===== src/rtl/dma_axi_simple_pkg.sv =====
// Shared constants for the simple AXI DMA CSR block: register offsets, ID words,
// CONTROL/STATUS field positions and the sequencer state encoding.
package dma_axi_simple_pkg;

    localparam logic [7:0] OFF_NAME    = 8'h00;
    localparam logic [7:0] OFF_VERSION = 8'h04;
    localparam logic [7:0] OFF_CONTROL = 8'h10;
    localparam logic [7:0] OFF_STATUS  = 8'h14;
    localparam logic [7:0] OFF_SRC     = 8'h18;
    localparam logic [7:0] OFF_DST     = 8'h1C;
    localparam logic [7:0] OFF_LEN     = 8'h20;
    localparam logic [7:0] OFF_GO      = 8'h24;

    localparam logic [31:0] DMA_NAME    = 32'h444D_4120;
    localparam logic [31:0] DMA_VERSION = 32'h2015_0712;

    localparam int CTRL_EN_BIT  = 31;
    localparam int CTRL_IE_BIT  = 1;
    localparam int CTRL_IP_BIT  = 0;
    localparam int GO_START_BIT = 0;

    typedef enum logic [1:0] {
        ST_IDLE  = 2'd0,
        ST_START = 2'd1,
        ST_RUN   = 2'd2
    } dma_state_e;

endpackage


===== src/rtl/dma_axi_simple_csr_fsm.sv =====
// GO/BUSY/DONE sequencer for the simple AXI DMA core, plus the completion
// pending flag (IP) with set-over-clear priority.
module dma_axi_simple_csr_fsm
    import dma_axi_simple_pkg::*;
(
    input  logic       ACLK,
    input  logic       ARESETn,
    input  logic       en_d,
    input  logic       go_req,
    input  logic       dma_busy,
    input  logic       dma_done,
    input  logic       ip_clr,
    output dma_state_e state,
    output logic       dma_go,
    output logic       ip_q,
    output logic       ip_d
);

    dma_state_e state_q;
    dma_state_e state_d;

    always_ff @(posedge ACLK or negedge ARESETn) begin
        if (!ARESETn) begin
            state_q <= ST_IDLE;
            ip_q    <= 1'b0;
        end else begin
            state_q <= state_d;
            ip_q    <= ip_d;
        end
    end

    // Abort (EN dropping) overrides everything and leaves IP alone; a completion
    // sets IP even if software is clearing it in the same cycle.
    always_comb begin
        state_d = state_q;
        ip_d    = ip_q;
        if (ip_clr) begin
            ip_d = 1'b0;
        end
        if (!en_d) begin
            state_d = ST_IDLE;
        end else begin
            case (state_q)
                ST_IDLE: begin
                    if (go_req) begin
                        state_d = ST_START;
                    end
                end
                ST_START: begin
                    if (dma_busy) begin
                        state_d = ST_RUN;
                    end
                end
                ST_RUN: begin
                    if (!dma_busy && dma_done) begin
                        state_d = ST_IDLE;
                        ip_d    = 1'b1;
                    end
                end
                default: state_d = ST_IDLE;
            endcase
        end
    end

    assign state  = state_q;
    assign dma_go = (state_q == ST_START);

endmodule


===== src/rtl/dma_axi_simple_csr.sv =====
// APB3 register block programming the simple AXI DMA core.
// Optional interrupt output enabled by defining DMA_AXI_SIMPLE_CSR_IRQ_EN.
module dma_axi_simple_csr
    import dma_axi_simple_pkg::*;
#(
    parameter int APB_WIDTH_AD = 32,
    parameter int APB_WIDTH_DA = 32
) (
    input  logic                    ACLK,
    input  logic                    ARESETn,
    input  logic                    PSEL,
    input  logic                    PENABLE,
    input  logic                    PWRITE,
    input  logic [APB_WIDTH_AD-1:0] PADDR,
    input  logic [APB_WIDTH_DA-1:0] PWDATA,
    output logic [APB_WIDTH_DA-1:0] PRDATA,
    output logic                    PREADY,
    output logic                    PSLVERR,
    output logic                    DMA_EN,
    output logic                    DMA_GO,
    input  logic                    DMA_BUSY,
    input  logic                    DMA_DONE,
    output logic [31:0]             DMA_SRC,
    output logic [31:0]             DMA_DST,
    output logic [15:0]             DMA_BNUM,
    output logic [7:0]              DMA_CHUNK
`ifdef DMA_AXI_SIMPLE_CSR_IRQ_EN
    ,
    output logic                    IRQ
`endif
);

    logic [3:0]              idx;
    logic                    wr_acc;
    logic                    rd_setup;
    logic                    active;
    logic                    err;
    logic                    wr_ok;
    logic                    go_req;
    logic                    ip_clr;
    logic                    ip_q;
    logic                    ip_d;
    logic                    ie_val;
    logic [APB_WIDTH_DA-1:0] rdata;
    dma_state_e              state;

    logic                    en_q,     en_d;
    logic [31:0]             src_q,    src_d;
    logic [31:0]             dst_q,    dst_d;
    logic [15:0]             bnum_q,   bnum_d;
    logic [7:0]              chunk_q,  chunk_d;
    logic [APB_WIDTH_DA-1:0] prdata_q, prdata_d;

    logic unused_paddr;
    assign unused_paddr = ^{PADDR[APB_WIDTH_AD-1:6], PADDR[1:0]};

    assign idx      = PADDR[5:2];
    assign wr_acc   = PSEL & PENABLE & PWRITE;
    assign rd_setup = PSEL & ~PENABLE & ~PWRITE;
    assign active   = (state != ST_IDLE);

    // Transfer parameters are frozen while a transfer is in flight, and a start
    // request that cannot run is refused rather than silently ignored.
    always_comb begin
        err = 1'b0;
        if (wr_acc) begin
            if (active && (idx == OFF_SRC[5:2] || idx == OFF_DST[5:2] ||
                           idx == OFF_LEN[5:2] || idx == OFF_GO[5:2])) begin
                err = 1'b1;
            end
            if (idx == OFF_GO[5:2] && PWDATA[GO_START_BIT] &&
                (!en_q || bnum_q == 16'd0)) begin
                err = 1'b1;
            end
        end
    end

    assign wr_ok  = wr_acc & ~err;
    assign go_req = wr_ok & (idx == OFF_GO[5:2]) & PWDATA[GO_START_BIT];

`ifdef DMA_AXI_SIMPLE_CSR_IRQ_EN
    logic ie_q, ie_d;
    logic irq_q, irq_d;
    assign ie_val = ie_q;
    assign irq_d  = ip_d & ie_d;
    assign IRQ    = irq_q;

    always_ff @(posedge ACLK or negedge ARESETn) begin
        if (!ARESETn) begin
            ie_q  <= 1'b0;
            irq_q <= 1'b0;
        end else begin
            ie_q  <= ie_d;
            irq_q <= irq_d;
        end
    end

    always_comb begin
        ie_d = ie_q;
        if (wr_ok && idx == OFF_CONTROL[5:2]) begin
            ie_d = PWDATA[CTRL_IE_BIT];
        end
    end
`else
    assign ie_val = 1'b0;
`endif

    always_comb begin
        rdata = '0;
        case (idx)
            OFF_NAME[5:2]:    rdata = DMA_NAME;
            OFF_VERSION[5:2]: rdata = DMA_VERSION;
            OFF_CONTROL[5:2]: rdata = {en_q, 29'd0, ie_val, ip_q};
            OFF_STATUS[5:2]:  rdata = {29'd0, active, DMA_DONE, DMA_BUSY};
            OFF_SRC[5:2]:     rdata = src_q;
            OFF_DST[5:2]:     rdata = dst_q;
            OFF_LEN[5:2]:     rdata = {8'd0, chunk_q, bnum_q};
            OFF_GO[5:2]:      rdata = {31'd0, active};
            default:          rdata = '0;
        endcase
    end

    always_comb begin
        en_d     = en_q;
        src_d    = src_q;
        dst_d    = dst_q;
        bnum_d   = bnum_q;
        chunk_d  = chunk_q;
        prdata_d = prdata_q;
        ip_clr   = 1'b0;
        if (wr_ok) begin
            case (idx)
                OFF_CONTROL[5:2]: begin
                    en_d   = PWDATA[CTRL_EN_BIT];
                    ip_clr = PWDATA[CTRL_IP_BIT];
                end
                OFF_SRC[5:2]: src_d = PWDATA;
                OFF_DST[5:2]: dst_d = PWDATA;
                OFF_LEN[5:2]: begin
                    chunk_d = PWDATA[23:16];
                    bnum_d  = PWDATA[15:0];
                end
                default: ;
            endcase
        end
        if (rd_setup) begin
            prdata_d = rdata;
        end
    end

    always_ff @(posedge ACLK or negedge ARESETn) begin
        if (!ARESETn) begin
            en_q     <= 1'b0;
            src_q    <= '0;
            dst_q    <= '0;
            bnum_q   <= '0;
            chunk_q  <= '0;
            prdata_q <= '0;
        end else begin
            en_q     <= en_d;
            src_q    <= src_d;
            dst_q    <= dst_d;
            bnum_q   <= bnum_d;
            chunk_q  <= chunk_d;
            prdata_q <= prdata_d;
        end
    end

    dma_axi_simple_csr_fsm u_fsm (
        .ACLK     (ACLK),
        .ARESETn  (ARESETn),
        .en_d     (en_d),
        .go_req   (go_req),
        .dma_busy (DMA_BUSY),
        .dma_done (DMA_DONE),
        .ip_clr   (ip_clr),
        .state    (state),
        .dma_go   (DMA_GO),
        .ip_q     (ip_q),
        .ip_d     (ip_d)
    );

    assign PRDATA    = prdata_q;
    assign PREADY    = 1'b1;
    assign PSLVERR   = err;
    assign DMA_EN    = en_q;
    assign DMA_SRC   = src_q;
    assign DMA_DST   = dst_q;
    assign DMA_BNUM  = bnum_q;
    assign DMA_CHUNK = chunk_q;

endmodule


===== config.mk =====
export PLATFORM = sky130hd
export DESIGN_NAME = dma_axi_simple_csr
export DESIGN_NICKNAME = d
export VERILOG_FILES = /design/src/rtl/dma_axi_simple_pkg.sv /design/src/rtl/dma_axi_simple_csr_fsm.sv /design/src/rtl/dma_axi_simple_csr.sv
export SDC_FILE = /design/constraint.sdc
export NUM_CORES = 1
export LEC_CHECK = 0
export ABC_AREA = 1
export CAP_MARGIN = 20
export CORE_UTILIZATION = 50
export CTS_BUF_LIST = sky130_fd_sc_hd__clkbuf_16
export CTS_CLUSTER_DIAMETER = 30
export DETAILED_ROUTE_END_ITERATION = 7
export PLACE_DENSITY_LB_ADDON = 0.1
export RECOVER_POWER = 50
export SYNTH_ARGS = -nofsm -noshare
export SYNTH_HDL_FRONTEND = slang
export SYNTH_HIERARCHICAL = 1
export SYNTH_SLANG_ARGS = --single-unit

===== constraint.sdc =====
create_clock -name ACLK -period 3.4 [get_ports ACLK]
set_input_delay 0.34 -clock ACLK [delete_from_list [all_inputs] [get_ports ACLK]]
set_output_delay 0.34 -clock ACLK [all_outputs]
set_load 0.01 [all_outputs]

==> results.toml <==
[run_status]
run_status = "finished, violations left"
violations = "capacitance limit, slew limit"

[global_routing]
grt_max_degree = 79
grt_pass1_wl_um = 29900
antenna_found_initial = 0
grt-ovfl-total = 0
grt_pass1_vias = 5737
track_usage_pct = 31.2

[detailed_routing]
drt_iter0_drc = 541
drt-total-wl_um = 18400
post-route-drc-count = 0
postRouteAntennaNets = 0
firstDrtPassIters = 7
vias = 5907
vias_per_cell = 5.66
wl_per_cell_um = 17.6

[worst_setup_path]
crit_arrival_ps = 2490
critPathKind = "in2out"
crit_required_ps = 3060
start_kind = "input pin"
cp-end-kind = "output pin"
r2r_cells = 10
critPathMaxFanout = 15

[pwr]
power.leakage_uw = 0.00426
power_density_nw_per_um2 = 527
irDropWorstVdd_uv = 368
total_power_uw = 4280

[synthesis]
synth_mux_area_share_pct = 0
syn_nets = 814
ys_types = 26
synth-xor-area-share_pct = 0
syn_inst = 743
syn-cell-area_um2 = 5910
ys_warn_count = 6
synth_fa_ha_area_share_pct = 0
synth_top_family_by_area = "simple AND/OR/NAND/NOR gates"
synth-compound-area-share_pct = 2.12
synthSimpleGateAreaFrac_pct = 38.8
avgSynthCellArea_um2 = 7.96
seq_area_frac_synth_pct = 52.5
ys_seq_elements = 124

[timing]
slew_headroom_pct = -43.8
setup_viol = 0
clock_skew_ps = 8.23
rsz0062_at_grt = "no"
period_share_pct = 83.1
tns_ps = 0
hold_viol = 0
tightest_slew_ps = 2160
final_max_slew_viol_count = 38
max_freq_ghz = 0.354
period_minus_slack_ps = 2830

[floorplan]
core.rowCount = 39
die-area_um2 = 12300
coreArea_um2 = 11500
die_y_um = 111
start_util_pct = 51.6
die-width_um = 111
num_io_pins = 195

[clock_tree]
cts_tree = "done"
root_buffer = "clkbuf_16"
clk_latency_ps = 420
cts.sinks = 124
clock_path_buffers = 2
cts_setup_buffers = 0
htree_levels = 4
cts_made_buffers = 17
clk_pin_slew_ps = 50

[placement]
place_area_um2 = 7590
port_buffers = 165
gp_congestion = 0.862
dp_hpwl_um = 11300
place_inst = 1011

[finish]
nets = 959
diodes = 0
final_common_cell = "nand2_1"
stdcell_count = 1043
layout_common_cells = "nand2_1, dfrtp_1, clkdlybuf4s50_1"
area_growth_pct = 37.1
final_util_pct = 70.7
final_area_um2 = 8110
seqCellArea_um2 = 3100
multi_input_area_um2 = 2460
fillCellCount = 916
layout-drive-gt1-share_pct = 6.33

[hold_path]
min_path_type = "reg2reg"
min_path_cells = 2

[run]
cap_viol_max_count = 1
[metal layers]
metal | part of all wire [%] | wire, µm | global-route usage (%)
met5 | 0 | 0 | 0
met4 | 3.5 | 645 | 14.0
met3 | 8.5 | 1570 | 9.51
met2 | 46 | 8500 | 46.3
met1 | 42 | 7680 | 42.0
[Yosys cell counts (all sizes together)]
cell,number,area share (%)
o21ai,9,0.76
or2,1,0.11
o22ai,1,0.11
a22o,4,0.59
nor3,5,0.59
nand2,364,23
nand3,32,2.8
clkinv,1,0.063
buf,44,4.6
clkbuf,10,0.63
conb,1,0.063
inv,20,1.3
nor2,24,1.7
dfrtp,124,52
nand4,96,10
a21oi,7,0.66
[cells by family after synthesis]
group | count (synthesis)
other | 1
AOI/OAI and AO/OA | 21
DFF | 124
buffers and inverters | 75
and+or+nand+nor | 522
[registers in the layout (all words and copies together) (netlist names)]
name	flops
DMA_DST	32
DMA_SRC	32
PRDATA	32
DMA_BNUM	16
DMA_CHUNK	8
u_fsm/state	2
DMA_EN	1
u_fsm/ip_q	1
[worst paths after layout]
path                                           to  slack [ps]                     from
setup / recovery                          PSLVERR         570                 PADDR[5]
hold / removal              PRDATA[7]$_DFFE_PN0P_         470    PRDATA[7]$_DFFE_PN0P_
setup reg to reg           DMA_SRC[1]$_DFFE_PN0P_         950  DMA_BNUM[1]$_DFFE_PN0P_
hold reg to reg             PRDATA[7]$_DFFE_PN0P_         470    PRDATA[7]$_DFFE_PN0P_
max in group asynchronous  PRDATA[20]$_DFFE_PN0P_         880                  ARESETn
min in group asynchronous   PRDATA[2]$_DFFE_PN0P_        1090                  ARESETn
[worst max-delay path, stage by stage]
cell             delay [ps]
clkdlybuf4s50_1         580
nor2_2                   70
nand2_1                 190
nand2_1                 100
nand2_2                 130
inv_2                    60
a21oi_4                 340
nor2_1                  140
clkdlybuf4s50_1         530
[final cells by class]
class,instances,area share [%]
clock buffer,17,5.24
clock inverter,14,1.14
inverter,21,0.972
multi-input combinational,544,30.3
sequential,124,38.3
tap,143,2.21
timing repair buffer,180,21.9
[timing repair]
item                                   CTS  global route
hold buffers                             1             0
endpoints found under the hold margin   36             0
gates resized for setup                  0             0
[power breakdown]
group          internal, µW  total [µW]  switching (µW)
Combinational           415         875             461
Clock                   973        1600             627
Sequential             1650        1800             154
[per-stage QoR]
stage               setup WS, ps  hold WS, ps
floorplan                   1610         44.4
global placement             595          341
detailed placement           529          347
CTS                          596          460
global route                 452          497
finish                       573          470
No activity file was read; power rests on OpenSTA's default activity.
